`config.mk`:
```
export PLATFORM = sky130hd
export DESIGN_NAME = fifo_stream_reader_flat
export DESIGN_NICKNAME = d
export VERILOG_FILES = /design/src/rtl/fifo_pkg.sv /design/src/rtl/fifo_stream_reader_if.sv /design/src/rtl/fifo_skid_buf.sv /design/src/rtl/fifo_stream_reader.sv /design/src/flat_wrapper.sv
export SDC_FILE = /design/constraint.sdc
export NUM_CORES = 1
export LEC_CHECK = 0
export BUFFER_PORTS_ARGS = -buffer_cell sky130_fd_sc_hd__buf_2
export CAP_MARGIN = 20
export CORE_MARGIN = 1
export CORE_UTILIZATION = 51
export DETAILED_ROUTE_END_ITERATION = 6
export PLACE_DENSITY = 0.76
export SYNTH_ARGS = -nofsm -noshare
export SYNTH_HDL_FRONTEND = slang
export SYNTH_HIERARCHICAL = 1
export SYNTH_SLANG_ARGS = --single-unit
```
`constraint.sdc`:
```
create_clock -name clk -period 2.8 [get_ports clk]
set_input_delay 0.28 -clock clk [delete_from_list [all_inputs] [get_ports clk]]
set_output_delay 0.28 -clock clk [all_outputs]
set_load 0.02 [all_outputs]
```
`src/rtl/fifo_pkg.sv`:
```
// rtl/fifo_pkg.sv - shared state encodings and constants for the FIFO read path
package fifo_pkg;

  typedef enum logic [1:0] {
    ST_IDLE  = 2'd0,
    ST_RUN   = 2'd1,
    ST_DRAIN = 2'd2
  } rd_state_t;

  localparam int FIFO_WIDTH = 8;
  localparam int SKID_DEPTH = 2;

endpackage

```
`src/rtl/fifo_stream_reader_if.sv`:
```
// rtl/fifo_stream_reader_if.sv - FIFO read port plus downstream valid/ready stream
interface fifo_stream_reader_if
  import fifo_pkg::*;
#(
  parameter int WIDTH = FIFO_WIDTH
);

  logic             fifo_empty;
  logic [WIDTH-1:0] fifo_data;
  logic             fifo_r_en;
  logic             m_valid;
  logic             m_ready;
  logic [WIDTH-1:0] m_data;
  logic             m_last;

  modport master (
    input  fifo_empty, fifo_data, m_ready,
    output fifo_r_en, m_valid, m_data, m_last
  );

  modport slave (
    output fifo_empty, fifo_data, m_ready,
    input  fifo_r_en, m_valid, m_data, m_last
  );

endinterface

```
`src/rtl/fifo_skid_buf.sv`:
```
// rtl/fifo_skid_buf.sv - two-entry shift buffer absorbing the FIFO read latency
module fifo_skid_buf
  import fifo_pkg::*;
#(
  parameter int WIDTH = FIFO_WIDTH
) (
  input  logic             clk,
  input  logic             rst_n,
  input  logic             push,
  input  logic [WIDTH-1:0] push_data,
  input  logic             pop,
  output logic [WIDTH-1:0] head_data,
  output logic [1:0]       occ
);

  logic [WIDTH-1:0] slot0;
  logic [WIDTH-1:0] slot1;
  logic [1:0]       occ_after_pop;

  assign occ_after_pop = occ - {1'b0, pop};
  assign head_data     = slot0;

  // Shift happens first; a same-cycle push lands in the first slot left free.
  always_ff @(posedge clk) begin
    if (!rst_n) begin
      slot0 <= '0;
      slot1 <= '0;
      occ   <= '0;
    end else begin
      if (pop) begin
        slot0 <= slot1;
      end
      if (push) begin
        if (occ_after_pop == 2'd0) begin
          slot0 <= push_data;
        end else begin
          slot1 <= push_data;
        end
      end
      occ <= occ_after_pop + {1'b0, push};
    end
  end

endmodule

```
`src/rtl/fifo_stream_reader.sv`:
```
// rtl/fifo_stream_reader.sv - pops the FIFO and emits a packetised valid/ready stream
module fifo_stream_reader
  import fifo_pkg::*;
#(
  parameter int WIDTH     = FIFO_WIDTH,
  parameter int BURST_LEN = 4
) (
  input  logic                 clk,
  input  logic                 rst_n,
  input  logic                 enable,
  output logic                 busy,
  fifo_stream_reader_if.master bus
);

  localparam int                CNT_W    = (BURST_LEN > 1) ? $clog2(BURST_LEN) : 1;
  localparam logic [CNT_W-1:0]  LAST_CNT = CNT_W'(BURST_LEN - 1);

  rd_state_t        state;
  rd_state_t        state_next;
  logic             inflight;
  logic [CNT_W-1:0] beat_cnt;
  logic [1:0]       occ;
  logic [WIDTH-1:0] head_data;
  logic             pop_out;
  logic             pop_req;
  logic [2:0]       pending;

  fifo_skid_buf #(.WIDTH(WIDTH)) u_skid (
    .clk       (clk),
    .rst_n     (rst_n),
    .push      (inflight),
    .push_data (bus.fifo_data),
    .pop       (pop_out),
    .head_data (head_data),
    .occ       (occ)
  );

  assign pop_out = bus.m_valid & bus.m_ready;

  // Words that will sit in the buffer next cycle; a new pop must still fit.
  assign pending = {1'b0, occ} + {2'b0, inflight} - {2'b0, pop_out};
  assign pop_req = rst_n & (state == ST_RUN) & ~bus.fifo_empty
                 & (pending < 3'(SKID_DEPTH));

  assign bus.fifo_r_en = pop_req;
  assign bus.m_valid   = (occ != 2'd0);
  assign bus.m_data    = head_data;
  assign bus.m_last    = bus.m_valid & (beat_cnt == LAST_CNT);
  assign busy          = (state != ST_IDLE);

  always_ff @(posedge clk) begin
    if (!rst_n) begin
      state <= ST_IDLE;
    end else begin
      state <= state_next;
    end
  end

  always_comb begin
    state_next = state;
    case (state)
      ST_IDLE:  if (enable) state_next = ST_RUN;
      ST_RUN:   if (!enable) state_next = ST_DRAIN;
      ST_DRAIN: begin
        if (enable) begin
          state_next = ST_RUN;
        end else if ((occ == 2'd0) && !inflight) begin
          state_next = ST_IDLE;
        end
      end
      default:  state_next = ST_IDLE;
    endcase
  end

  // beat_cnt survives DRAIN/IDLE so an interrupted packet resumes mid-burst.
  always_ff @(posedge clk) begin
    if (!rst_n) begin
      inflight <= 1'b0;
      beat_cnt <= '0;
    end else begin
      inflight <= pop_req;
      if (pop_out) begin
        if (beat_cnt == LAST_CNT) begin
          beat_cnt <= '0;
        end else begin
          beat_cnt <= beat_cnt + 1'b1;
        end
      end
    end
  end

endmodule

```
`src/flat_wrapper.sv`:
```
// flat-port wrapper written by rule: the top's interface ports become plain ports
module fifo_stream_reader_flat import fifo_pkg::*;
#(
  parameter int WIDTH     = FIFO_WIDTH,
  parameter int BURST_LEN = 4
)
  (clk, rst_n, enable, busy, bus_fifo_empty, bus_fifo_data, bus_m_ready, bus_fifo_r_en, bus_m_valid, bus_m_data, bus_m_last);
  fifo_stream_reader_if #(.WIDTH(WIDTH)) bus_i ();
  input  logic clk;
  input  logic rst_n;
  input  logic enable;
  output logic busy;
  input wire logic [$bits(bus_i.fifo_empty)-1:0] bus_fifo_empty;
  input wire logic [$bits(bus_i.fifo_data)-1:0] bus_fifo_data;
  input wire logic [$bits(bus_i.m_ready)-1:0] bus_m_ready;
  output wire logic [$bits(bus_i.fifo_r_en)-1:0] bus_fifo_r_en;
  output wire logic [$bits(bus_i.m_valid)-1:0] bus_m_valid;
  output wire logic [$bits(bus_i.m_data)-1:0] bus_m_data;
  output wire logic [$bits(bus_i.m_last)-1:0] bus_m_last;
  assign bus_i.fifo_empty = bus_fifo_empty;
  assign bus_i.fifo_data = bus_fifo_data;
  assign bus_i.m_ready = bus_m_ready;
  assign bus_fifo_r_en = bus_i.fifo_r_en;
  assign bus_m_valid = bus_i.m_valid;
  assign bus_m_data = bus_i.m_data;
  assign bus_m_last = bus_i.m_last;
  fifo_stream_reader #(.WIDTH(WIDTH), .BURST_LEN(BURST_LEN)) u_core (.clk(clk), .rst_n(rst_n), .enable(enable), .busy(busy), .bus(bus_i));
endmodule
```
# Word-level counts from Yosys, hierarchy flattened
# Index checks and enable logic that the tools add are counted.
[totals] register_bits=23 out_inout_bits=12 word_cells=43
[op_classes] n_reduce_logical=9 mux=9 magnitude_cmp=1 add_sub_neg=5 bitwise_logic=7 n_eq_ne=6
[ops] cell="2-to-1 mux 8 bit" count=3
[ops] cell="2-to-1 mux 2 bit" count=5
[ops] cell="logical NOT 2 bit" count=3
[ops] cell="one-hot mux 2 bit (3 select lines)" count=1
[ops] cell="bitwise AND 1 bit" count=5
[ops] cell="== test 2 bit, second input constant" count=2
[ops] cell="!= test 2 bit, second input constant" count=2
[ops] cell="nonzero test 2 bit" count=2
[ops] cell="adder 2 x 1 -> 3 bit" count=1
[ops] cell="< comparator 3 x 2 -> 1 bit, second input constant" count=1
[ops] cell="!= test 3 x 2 -> 1 bit, second input constant" count=1
[ops] cell="AND reduction 3 bit" count=1
[ops] cell="subtractor 3 x 1 -> 3 bit" count=1
[ops] cell="adder 2 x 1 -> 2 bit" count=1
[ops] cell="adder 2 x 1 -> 2 bit, second input constant" count=1
[ops] cell="== test 2 x 1 -> 1 bit, second input constant" count=1
[ops] cell="NOT 1 bit" count=2
[ops] cell="AND reduction 2 bit" count=1
[ops] cell="subtractor 2 x 1 -> 2 bit" count=1
[ops] cell="logical AND 1 bit" count=1
[ops] cell="logical NOT 1 bit" count=1

# Depth between registers and ports, before layout
# Gate-level depths: netlist of the first run.
[logic_depth] ltp_word=6 depth_mapped=7

# Cells and area by module
# Netlist of the first run, hierarchy kept.
[modules_own_cells] module="fifo_skid_buf" cells_per_inst=81 instances=1 area_each_um2=789.5
[modules_own_cells] module="fifo_stream_reader" cells_per_inst=32 instances=1 area_each_um2=291.5

# Least setup slack after synthesis of the first run
# Ideal clock, no wire load.
[synth_timing] path_type="reg-to-output" startpoint="register u_core.u_skid.occ[1]" endpoint="output bus_fifo_r_en" setup_slack_ns=0.327 path_stages_with_launch=7 arrival_time_ns=2.193 n_path_buf=0 cell_sequence="dfxtp_1 o21a_1 ha_1 nand2b_1 fa_1 xor2_1 nor3_1"
[synth_via] elab_chain_len=5 elab_cells_between_ends=6 cone_classes="add/sub (2); order compare (1); bitwise (2); reduce/logical (1)"
[synth_rtl] item="start: declaration" line_no="fifo_skid_buf.sv:13" text="output logic [1:0] occ"
[synth_rtl] item="start signal: assignment" line_no="fifo_skid_buf.sv:40" text="occ <= occ_after_pop + {1'b0, push};"
[synth_rtl] item="nonzero test 2 bit" line_no="fifo_stream_reader.sv:46" text="assign bus.m_valid = (occ != 2'd0);"
[synth_rtl] item="bitwise AND 1 bit" line_no="fifo_stream_reader.sv:38" text="assign pop_out = bus.m_valid & bus.m_ready;"
[synth_rtl] item="net u_core.pop_out" line_no="fifo_stream_reader.sv:24" text="logic pop_out;"
[synth_rtl] item="subtractor 3 x 1 -> 3 bit" line_no="fifo_stream_reader.sv:41" text="assign pending = {1'b0, occ} + {2'b0, inflight} - {2'b0, pop_out};"
[synth_rtl] item="< comparator 3 x 2 -> 1 bit" line_no="fifo_stream_reader.sv:43" text="& (pending < 3'(SKID_DEPTH));"
[synth_rtl] item="bitwise AND 1 bit" line_no="fifo_stream_reader.sv:43"
[synth_rtl] item="end: declaration" line_no="flat_wrapper.sv:16" text="output wire logic [$bits(bus_i.fifo_r_en)-1:0] bus_fifo_r_en;"
# The timed path passes the listed nets, and every way through them passes these cells.

# Worst setup path in the final report of the first run
# Same ends and word-level chain as after synthesis.

==> results of run 1 <==
## placed cells by master (no fill, tap or decap), types with 2 or more instances in the layout
master / instances
clkbuf_4: 3
nor3_1: 2
nand2_1: 20
o21ai_0: 8
buf_2: 24
inv_1: 4
dfxtp_1: 23
xnor2_1: 3
and2_1: 3
nand2b_1: 3
ha_1: 4
mux2i_1: 18
a21oi_1: 9
## worst paths after layout
path	from	end	slack, ns	depth (start not counted)
setup reg to reg	u_core/u_skid/occ[1]$_SDFF_PN0_	u_core/u_skid/occ[1]$_SDFF_PN0_	0.73	8
hold / removal	enable	u_core/state[0]$_SDFFE_PN0P_	0.19	3
setup / recovery	u_core/u_skid/occ[1]$_SDFF_PN0_	bus_fifo_r_en	0.15	7
hold reg to reg	u_core/u_skid/slot1[7]$_SDFFE_PN0P_	u_core/u_skid/slot1[7]$_SDFFE_PN0P_	0.47	2
## layer usage
layer,global-route usage [%],wire (um),up-vias
li1,-,-,433
met1,21.2,820,383
met2,33.0,956,18
met3,2.26,59,4
met4,10.0,38,0
met5,0,0,-
## Yosys cell counts (2+ instances only)
library cell and count:
buf_2 2, inv_1 4, dfxtp_1 23, nor3_1 2, nand2b_1 3, and2_1 3, mux2i_1 18, ha_1 4
o21ai_0 8, a21oi_1 9, nand2_1 20, xnor2_1 3
## critical path, cell delays in order (launching register included)
cell and delay [ns]:
dfxtp_1 0.56, o21a_1 0.19, ha_1 0.22, nand2b_1 0.15, fa_1 0.39, xor2_1 0.19
nor3_1 0.18, buf_2 0.19
## sequential cells by signal, indices dropped and copies added (netlist names)
| register | cells |
|---|---|
| u_core/u_skid/head_data | 8 |
| u_core/u_skid/slot1 | 8 |
| u_core/beat_cnt | 2 |
| u_core/state | 2 |
| u_core/u_skid/occ | 2 |
| u_core/inflight | 1 |
## final cells by class
type	count	area (um2)	area share (%)
multi-input combinational	80	572	46.1
timing repair buffer	25	128	10.3
clock inverter	1	5.00	0.404
inverter	5	18.8	1.51
sequential	23	460	37.1
tap	27	33.8	2.72
clock buffer	3	22.5	1.82
## power breakdown
group          internal (W)  switching, W  total, W  leakage (nW)
clock network     0.0000533     0.0000950  0.000148        0.0177
logic              0.000176      0.000233  0.000409         0.375
registers          0.000375     0.0000491  0.000424         0.186
## per-stage QoR
| stage | instances | instance area [um2] |
|---|---|---|
| after floorplan | 113 | 1080 |
| after global placement | 160 | 1210 |
| after detailed placement | 160 | 1210 |
| after CTS | 164 | 1240 |
| after global routing | 164 | 1240 |
| final | 164 | 1240 |
## kinds of logic after synthesis
group,Yosys count,synth area share (%)
AOI/OAI and AO/OA,20,10.9
xor gates and xnor gates,4,3.24
adders and majority gates,5,6.48
buffers and inverters,10,4.51
DFF,23,42.6
muxes,18,16.7
and+or+nand+nor,33,15.6
==> impl_metrics.py, run 1 <==
metrics = {
    "cts": {
        "htreeDepth": 1,
        "cts_tree": "done",
        "root_buffer": "clkbuf_4",
        "cts_setup_buffers": 0,
        "clk_pin_slew_ns": 0.12,
        "cts.sinks": 23,
        "clk_latency_ns": 0.30,
        "clk_path_buf_depth": 2,
        "ctsHoldBuffers": 0,
        "numCtsBuffers": 3,
        "cts_resized": 0,
    },
    "drt": {
        "wire_per_inst_um": 11.4,
        "drc": 0,
        "via_count": 838,
        "ant_nets": 0,
        "wirelength_mm": 1.88,
        "drtPass1Iterations": 4,
        "drtIter0Drc": 9,
        "avgViaCountPerCell": 5.11,
    },
    "synthesis": {
        "synthDistinctLibCells": 26,
        "synthArstFlopShare_pct": 0,
        "synth_fp_nets": 131,
        "yosysTopAreaCellShare_pct": 42.6,
        "synthCells": 113,
        "synth_ff_type": "dfxtp_1",
        "synth.avg_cell_area_um2": 9.57,
        "ys_ff_latch": 23,
        "synthTopCellsByArea": "dfxtp_1, mux2i_1, nand2_1",
        "yosysSeqAreaShare_pct": 42.6,
        "syn_area_mm2": 0.00108,
        "synth_top_cell_by_area": "dfxtp_1",
        "synth_edf_count": 0,
        "yosys_warnings": 6,
    },
    "place": {
        "pre_cts_slack_ns": 0.491,
        "dp_hpwl_mm": 1.36,
        "place_congestion": 0.641,
        "numPortBuffers": 24,
    },
    "power_and_ir_drop": {
        "power_density_mw_per_mm2": 791,
        "p_leak_nw": 0.579,
        "ir_drop_mv": 0.490,
        "total_power_w": 0.000981,
    },
    "global_routing": {
        "grt_max_degree": 34,
        "grt_remaining_overflow": 0,
        "grt_pass1_vias": 712,
        "antenna_found_initial": 0,
        "globalRouteTotalUtil_pct": 18.5,
        "grt_pass1_wl_mm": 2.93,
    },
    "worst_setup_path": {
        "critPathKind": "reg -> out",
        "startpoint_type": "register",
        "cp_data_required_time_ns": 2.52,
        "cp_data_arrival_time_ns": 2.37,
        "endpoint_kind": "primary output",
        "path_max_fanout": 7,
    },
    "layout": {
        "diodes": 0,
        "finish.utilization_pct": 62.6,
        "fillers": 176,
        "syn_to_final_growth_pct": 14.7,
        "nNetsFinal": 156,
        "drive_gt1_share_pct": 23.4,
    },
    "floorplan": {
        "die_w_um": 48.0,
        "die-area_mm2": 0.00231,
        "start_util_pct": 54.5,
        "io_pins": 25,
        "rows": 16,
        "core_area_mm2": 0.00198,
        "die_h_um": 48.0,
    },
    "hold_path": {
        "min_path_type": "in -> reg",
    },
    "timing": {
        "fmax_ghz": 0.378,
        "rsz0062_at_grt": "false",
        "tightest_slew_ns": 0.480,
        "fin_crit_sh_pct": 94.6,
        "relSlewSlack_pct": 68.0,
        "slew_viol_final": 0,
        "finalClockSkew_ns": 0.00102,
        "min_period_ns": 2.65,
        "hold_ws_ns": 0.187,
        "final-setup-viol-count": 0,
        "finalHoldViolations": 0,
        "tns_ns": 0,
        "setup_ws_ns": 0.152,
    },
    "run": {
        "drv_cap": 0,
    },
    "status": {
        "status": "finished, final reports clean",
    },
}
Power figures use the tool's default switching activity.
==> inputs of run 2 (changes only) <==
SLEW_MARGIN = 20   (was default)
clock period = 2.55 ns   (was 2.8 ns; I/O delays follow)
==> run 2 against run 1 <==
Compared with the run above:
- utilization rose by 1.7 points
- wire length decreased by 0.64%
- register-to-register slack got worse by 0.08 ns
- largest power group is now combinational logic
- power is 15% higher
- clock skew is 0.00079 ns higher
- sequential cell count did not move
- sequential share of layout area fell by 0.59 points
==> impl_metrics.py, run 2 (synthesis gave the netlist of run 1 again) <==
metrics = {
    "status": {
        "status": "finished, final reports clean",
    },
    "power_and_ir_drop": {
        "power_density_mw_per_mm2": 884,
        "p_leak_nw": 0.597,
        "clkPwrFrac_pct": 14.4,
        "power_report.internal_total_w": 0.000706,
        "swShare_pct": 37.3,
        "seqPwrFrac_pct": 41.1,
        "pwr-share-comb_pct": 44.5,
        "ir_drop_mv": 0.501,
        "p_sw_w": 0.000420,
    },
    "drt": {
        "wirelength_mm": 1.86,
        "drtIter0Drc": 7,
        "via_count": 831,
        "avgViaCountPerCell": 5.01,
        "ant_nets": 0,
        "wire_per_inst_um": 11.2,
        "drc": 0,
        "drtPass1Iterations": 3,
    },
    "hold_path": {
        "holdPathStages": 3,
        "hold_start": "enable",
        "min_path_type": "in -> reg",
        "hold_path_end": "u_core/state[0]$_SDFFE_PN0P_",
    },
    "timing": {
        "min_period_ns": 2.51,
        "finalHoldViolations": 0,
        "fin_crit_sh_pct": 98.5,
        "final-setup-viol-count": 0,
        "finalClockSkew_ns": 0.00181,
        "fmax_ghz": 0.398,
        "slew_viol_final": 0,
        "tns_ns": 0,
        "setup_ws_ns": 0.0377,
        "tightest_slew_ns": 0.488,
        "relSlewSlack_pct": 67.4,
        "rsz0062_at_grt": "true",
    },
    "layout": {
        "layout_commonest_cell": "buf_2",
        "finish.utilization_pct": 64.3,
        "fillers": 182,
        "nNetsFinal": 158,
        "final_cell_mix": "buf_2, dfxtp_1, nand2_1, mux2i_1, a21oi_1",
        "final_cells": 166,
        "seqCellArea_um2": 465,
        "design_area_mm2": 0.00127,
        "diodes": 0,
        "multiInputGateArea_um2": 584,
        "syn_to_final_growth_pct": 17.8,
        "drive_gt1_share_pct": 26.6,
    },
    "cts": {
        "clk_pin_slew_ns": 0.11,
        "root_buffer": "clkbuf_4",
        "clk_path_buf_depth": 2,
        "ctsHoldBuffers": 0,
        "clk_latency_ns": 0.31,
        "htreeDepth": 1,
        "numCtsBuffers": 3,
        "cts.sinks": 23,
        "cts_tree": "done",
    },
    "global_routing": {
        "grt_pass1_wl_mm": 2.88,
        "grt_remaining_overflow": 0,
        "antenna_found_initial": 0,
        "grt_max_degree": 34,
        "globalRouteTotalUtil_pct": 18.4,
        "grt_pass1_vias": 731,
    },
    "worst_setup_path": {
        "startpoint_type": "register",
        "endpoint_kind": "primary output",
        "slowest_delay_ns": 0.48,
        "cp_data_required_time_ns": 2.30,
        "r2r_cells": 8,
        "path_max_fanout": 5,
        "cp_data_arrival_time_ns": 2.26,
        "r2r_start": "u_core/u_skid/occ[1]$_SDFF_PN0_",
        "slowest_stage": "fa_1",
        "crit_chain": "o21a_1 -> ha_1 -> nand2b_4 -> fa_1 -> nand3b_1 -> nor3_2 -> buf_4",
        "r2r-end": "u_core/u_skid/occ[1]$_SDFF_PN0_",
        "rrSetupSlack_ns": 0.65,
        "critPathKind": "reg -> out",
    },
    "floorplan": {
        "core_area_mm2": 0.00198,
        "die_h_um": 48.0,
        "io_pins": 25,
        "die-area_mm2": 0.00231,
        "rows": 16,
        "die_w_um": 48.0,
        "start_util_pct": 54.5,
    },
    "place": {
        "place_area_mm2": 0.00121,
        "pre_cts_slack_ns": 0.274,
        "place_congestion": 0.627,
        "numPortBuffers": 24,
        "dp_cells": 160,
        "dp_hpwl_mm": 1.31,
    },
    "run": {
        "drv_cap": 0,
    },
}
==> run 2: cell type report <==
type	instances	share of cell area, %
repair buffers	27	11.4
flip-flops and latches	23	36.5
multi-input cells	80	45.9
inverters	5	1.47
well taps	27	2.65
clock buffers	4	2.06
==> run 2: worst max path at each step <==
stage	slack (ns)	end	start
after floorplan	0.10	bus_fifo_r_en	u_core/u_skid/occ[1]$_SDFF_PN0_
after global placement	0.36	bus_fifo_r_en	u_core/u_skid/occ[1]$_SDFF_PN0_
after detailed placement	0.27	bus_fifo_r_en	u_core/u_skid/occ[1]$_SDFF_PN0_
after CTS	0.04	bus_fifo_r_en	u_core/u_skid/occ[1]$_SDFF_PN0_
after global routing	-0.07	bus_fifo_r_en	u_core/u_skid/occ[1]$_SDFF_PN0_
final	0.04	bus_fifo_r_en	u_core/u_skid/occ[1]$_SDFF_PN0_
==> run 2: power by group through the flow <==
stage          sequential (W)  combinational, W  clock (W)
3_3_place_gp         0.000468          0.000432          0
6_report             0.000462          0.000501   0.000162
4_1_cts              0.000468          0.000451   0.000170
2_1_floorplan        0.000489          0.000329          0
3_5_place_dp         0.000474          0.000448          0
5_1_grt              0.000470          0.000557   0.000177
==> run 2: timing repair <==
item / in CTS / in global routing
setup buffers: 0 / 2
gates resized for setup: 1 / 5
endpoints found under the setup margin: 1 / 1
pin swaps: 0 / 1
==> run 2: critical path, delay by kind of cell (launching register included) <==
kind	cells	cell delay, ns
DFF	1	0.38
adders and majority gates	2	0.76
buffers and inverters	1	0.16
AOI/OAI and AO/OA	1	0.18
and+or+nand+nor	3	0.47
==> run 2: routing by layer <==
layer / track usage (%) / vias to the layer above / share of wire [%]
met5: 0 / - / 0
met4: 11.7 / 0 / 2.5
met2: 32.2 / 19 / 50
met3: 2.26 / 5 / 3.4
li1: - / 438 / -
met1: 21.0 / 369 / 44
==> run 2: metrics by stage <==
stage	hold slack, ns	total power [W]
after CTS	0.155	0.00109
final	0.165	0.00113
after global routing	0.177	0.00120
after global placement	0.444	0.000900
after floorplan	0.371	0.000818
after detailed placement	0.455	0.000923
==> inputs of run 3 (changes only) <==
clock period = 2.4 ns   (was 2.55 ns; I/O delays follow)
==> run 3 against run 2 <==
Compared with the run above:
- the flow now finishes with violations (negative setup slack)
- global-route usage shrank 0.084 points
- die area is the same
- register-to-register slack worse by 0.14 ns
- clock skew rose by 0.0057 ns
- hold slack worse by 0.016 ns
- critical path depth unchanged
- cell count unchanged
- final area down 0.20%
==> impl_metrics.py, run 3 (synthesis gave the netlist of run 1 again) <==
metrics = {
    "status": {
        "status": "complete, but fails checks",
        "violations": "negative setup slack",
    },
    "global_routing": {
        "grt_pass1_wl_mm": 2.91,
        "antenna_found_initial": 0,
        "grt_max_degree": 34,
        "globalRouteTotalUtil_pct": 18.3,
        "grt_remaining_overflow": 0,
        "grt_pass1_vias": 711,
    },
    "drt": {
        "ant_nets": 0,
        "wirelength_mm": 1.90,
        "drtPass1Iterations": 3,
        "via_count": 823,
        "drc": 0,
        "wire_per_inst_um": 11.5,
        "drtIter0Drc": 5,
        "avgViaCountPerCell": 4.96,
    },
    "floorplan": {
        "die_h_um": 48.0,
        "start_util_pct": 54.5,
        "io_pins": 25,
        "die-area_mm2": 0.00231,
        "die_w_um": 48.0,
        "rows": 16,
        "core_area_mm2": 0.00198,
    },
    "place": {
        "pre_cts_slack_ns": 0.305,
        "dp_hpwl_mm": 1.33,
        "numPortBuffers": 24,
        "place_congestion": 0.670,
        "dp_cells": 161,
        "place_area_mm2": 0.00122,
    },
    "layout": {
        "layout_commonest_cell": "buf_2",
        "syn_to_final_growth_pct": 17.6,
        "fillers": 181,
        "diodes": 0,
        "nNetsFinal": 158,
        "design_area_mm2": 0.00127,
        "final_cells": 166,
        "drive_gt1_share_pct": 26.6,
        "final_cell_mix": "buf_2, dfxtp_1, nand2_1, mux2i_1, a21oi_1",
    },
    "run": {
        "drv_cap": 0,
    },
    "worst_setup_path": {
        "slowest_stage": "fa_1",
        "crit_chain": "o21a_1 -> ha_1 -> nand2b_4 -> fa_1 -> nand3b_1 -> nor3_2 -> buf_4",
        "slowest_delay_ns": 0.48,
        "critical_path.top_delay_family": "adder cells",
        "cp_num_buf_inv": 1,
        "cp_data_required_time_ns": 2.16,
        "cp_data_arrival_time_ns": 2.16,
        "endpoint_kind": "primary output",
        "path_max_fanout": 4,
        "startpoint_type": "register",
        "critPathKind": "reg -> out",
    },
    "power_and_ir_drop": {
        "p_sw_w": 0.000449,
        "power_density_mw_per_mm2": 936,
        "pwr-share-comb_pct": 45.4,
        "ir_drop_mv": 0.476,
        "seqPwrFrac_pct": 40.1,
        "swShare_pct": 37.8,
        "p_leak_nw": 0.600,
        "power_report.internal_total_w": 0.000741,
        "clkPwrFrac_pct": 14.5,
    },
    "cts": {
        "root_buffer": "clkbuf_4",
        "clk_path_buf_depth": 2,
        "htreeDepth": 1,
        "clk_latency_ns": 0.31,
        "clk_pin_slew_ns": 0.12,
        "cts.sinks": 23,
        "cts_tree": "done",
        "numCtsBuffers": 3,
    },
    "timing": {
        "relSlewSlack_pct": 66.0,
        "hold_ws_ns": 0.148,
        "finalClockSkew_ns": 0.00748,
        "fmax_ghz": 0.417,
        "setup_ws_ns": -0.000225,
        "min_period_ns": 2.40,
        "finalHoldViolations": 0,
        "tightest_slew_ns": 0.510,
        "final-setup-viol-count": 1,
        "fin_crit_sh_pct": 100,
        "rsz0062_at_grt": "true",
        "slew_viol_final": 0,
    },
    "hold_path": {
        "min_path_type": "in -> reg",
    },
}
[run 3: cell types whose count changed in the layout (fill, tap and decap cells not counted)]
cell,previous run,this run
clkinv_2,0,1
dfxtp_1,21,22
dfxtp_4,1,0
clkbuf_1,1,0
[run 3: layout make-up]
cell class	count	area [um2]	share of cell area [%]
inverters	5	18.8	1.48
clock buffers	3	22.5	1.77
flip-flops and latches	23	462	36.3
clock inverters	1	5.00	0.394
repair buffers	27	145	11.4
well taps	27	33.8	2.66
multi-input cells	80	584	46.0
[run 3: path summary, 6_finish.rpt]
kind	slack (ns)	depth (start not counted)	from	to
worst max-delay path	-0.0002	7	u_core/u_skid/occ[0]$_SDFF_PN0_	bus_fifo_r_en
worst min-delay path	0.15	3	enable	u_core/state[0]$_SDFFE_PN0P_
worst max register to register	0.51	8	u_core/u_skid/occ[0]$_SDFF_PN0_	u_core/u_skid/occ[1]$_SDFF_PN0_
worst min register to register	0.47	2	u_core/u_skid/slot1[7]$_SDFFE_PN0P_	u_core/u_skid/slot1[7]$_SDFFE_PN0P_
[run 3: layer usage]
layer	up-vias	GRT usage, %	wire, um
li1	439	-	-
met4	0	8.33	9
met3	2	3.40	49
met5	-	0	0
met1	367	22.4	925
met2	15	31.1	917
[run 3: power groups by stage]
| stage | Clock, W | Combinational (W) | Sequential, W |
|---|---|---|---|
| 2_1_floorplan | 0 | 0.000355 | 0.000519 |
| 3_5_place_dp | 0 | 0.000514 | 0.000484 |
| 3_3_place_gp | 0 | 0.000493 | 0.000479 |
| 6_report | 0.000173 | 0.000540 | 0.000477 |
| 4_1_cts | 0.000182 | 0.000529 | 0.000477 |
| 5_1_grt | 0.000195 | 0.000605 | 0.000484 |
[run 3: timing repair]
action / 4_1_cts / 5_1_grt
gates resized for setup: 2 / 1
endpoints found under the hold margin: 0 / 0
cloned: 0 / 0
hold buffers: 0 / 0
setup buffers: 1 / 0
endpoints found under the setup margin: 1 / 1
[run 3: tightest hold or removal path: cells and delay by family]
kind / cells / cell delay, ns
compound gates: 1 / 0.03
simple gates: 1 / 0.05
buf+inv: 1 / 0.11
[run 3: per-stage QoR]
stage                      TNS (ns)  util, %  total power [W]
after floorplan                   0        -         0.000874
after global placement            0     61.8         0.000972
after detailed placement          0     61.8         0.000998
after CTS                   -0.0304     63.8          0.00119
after global routing         -0.141     64.1          0.00128
final                     -0.000225     64.1          0.00119
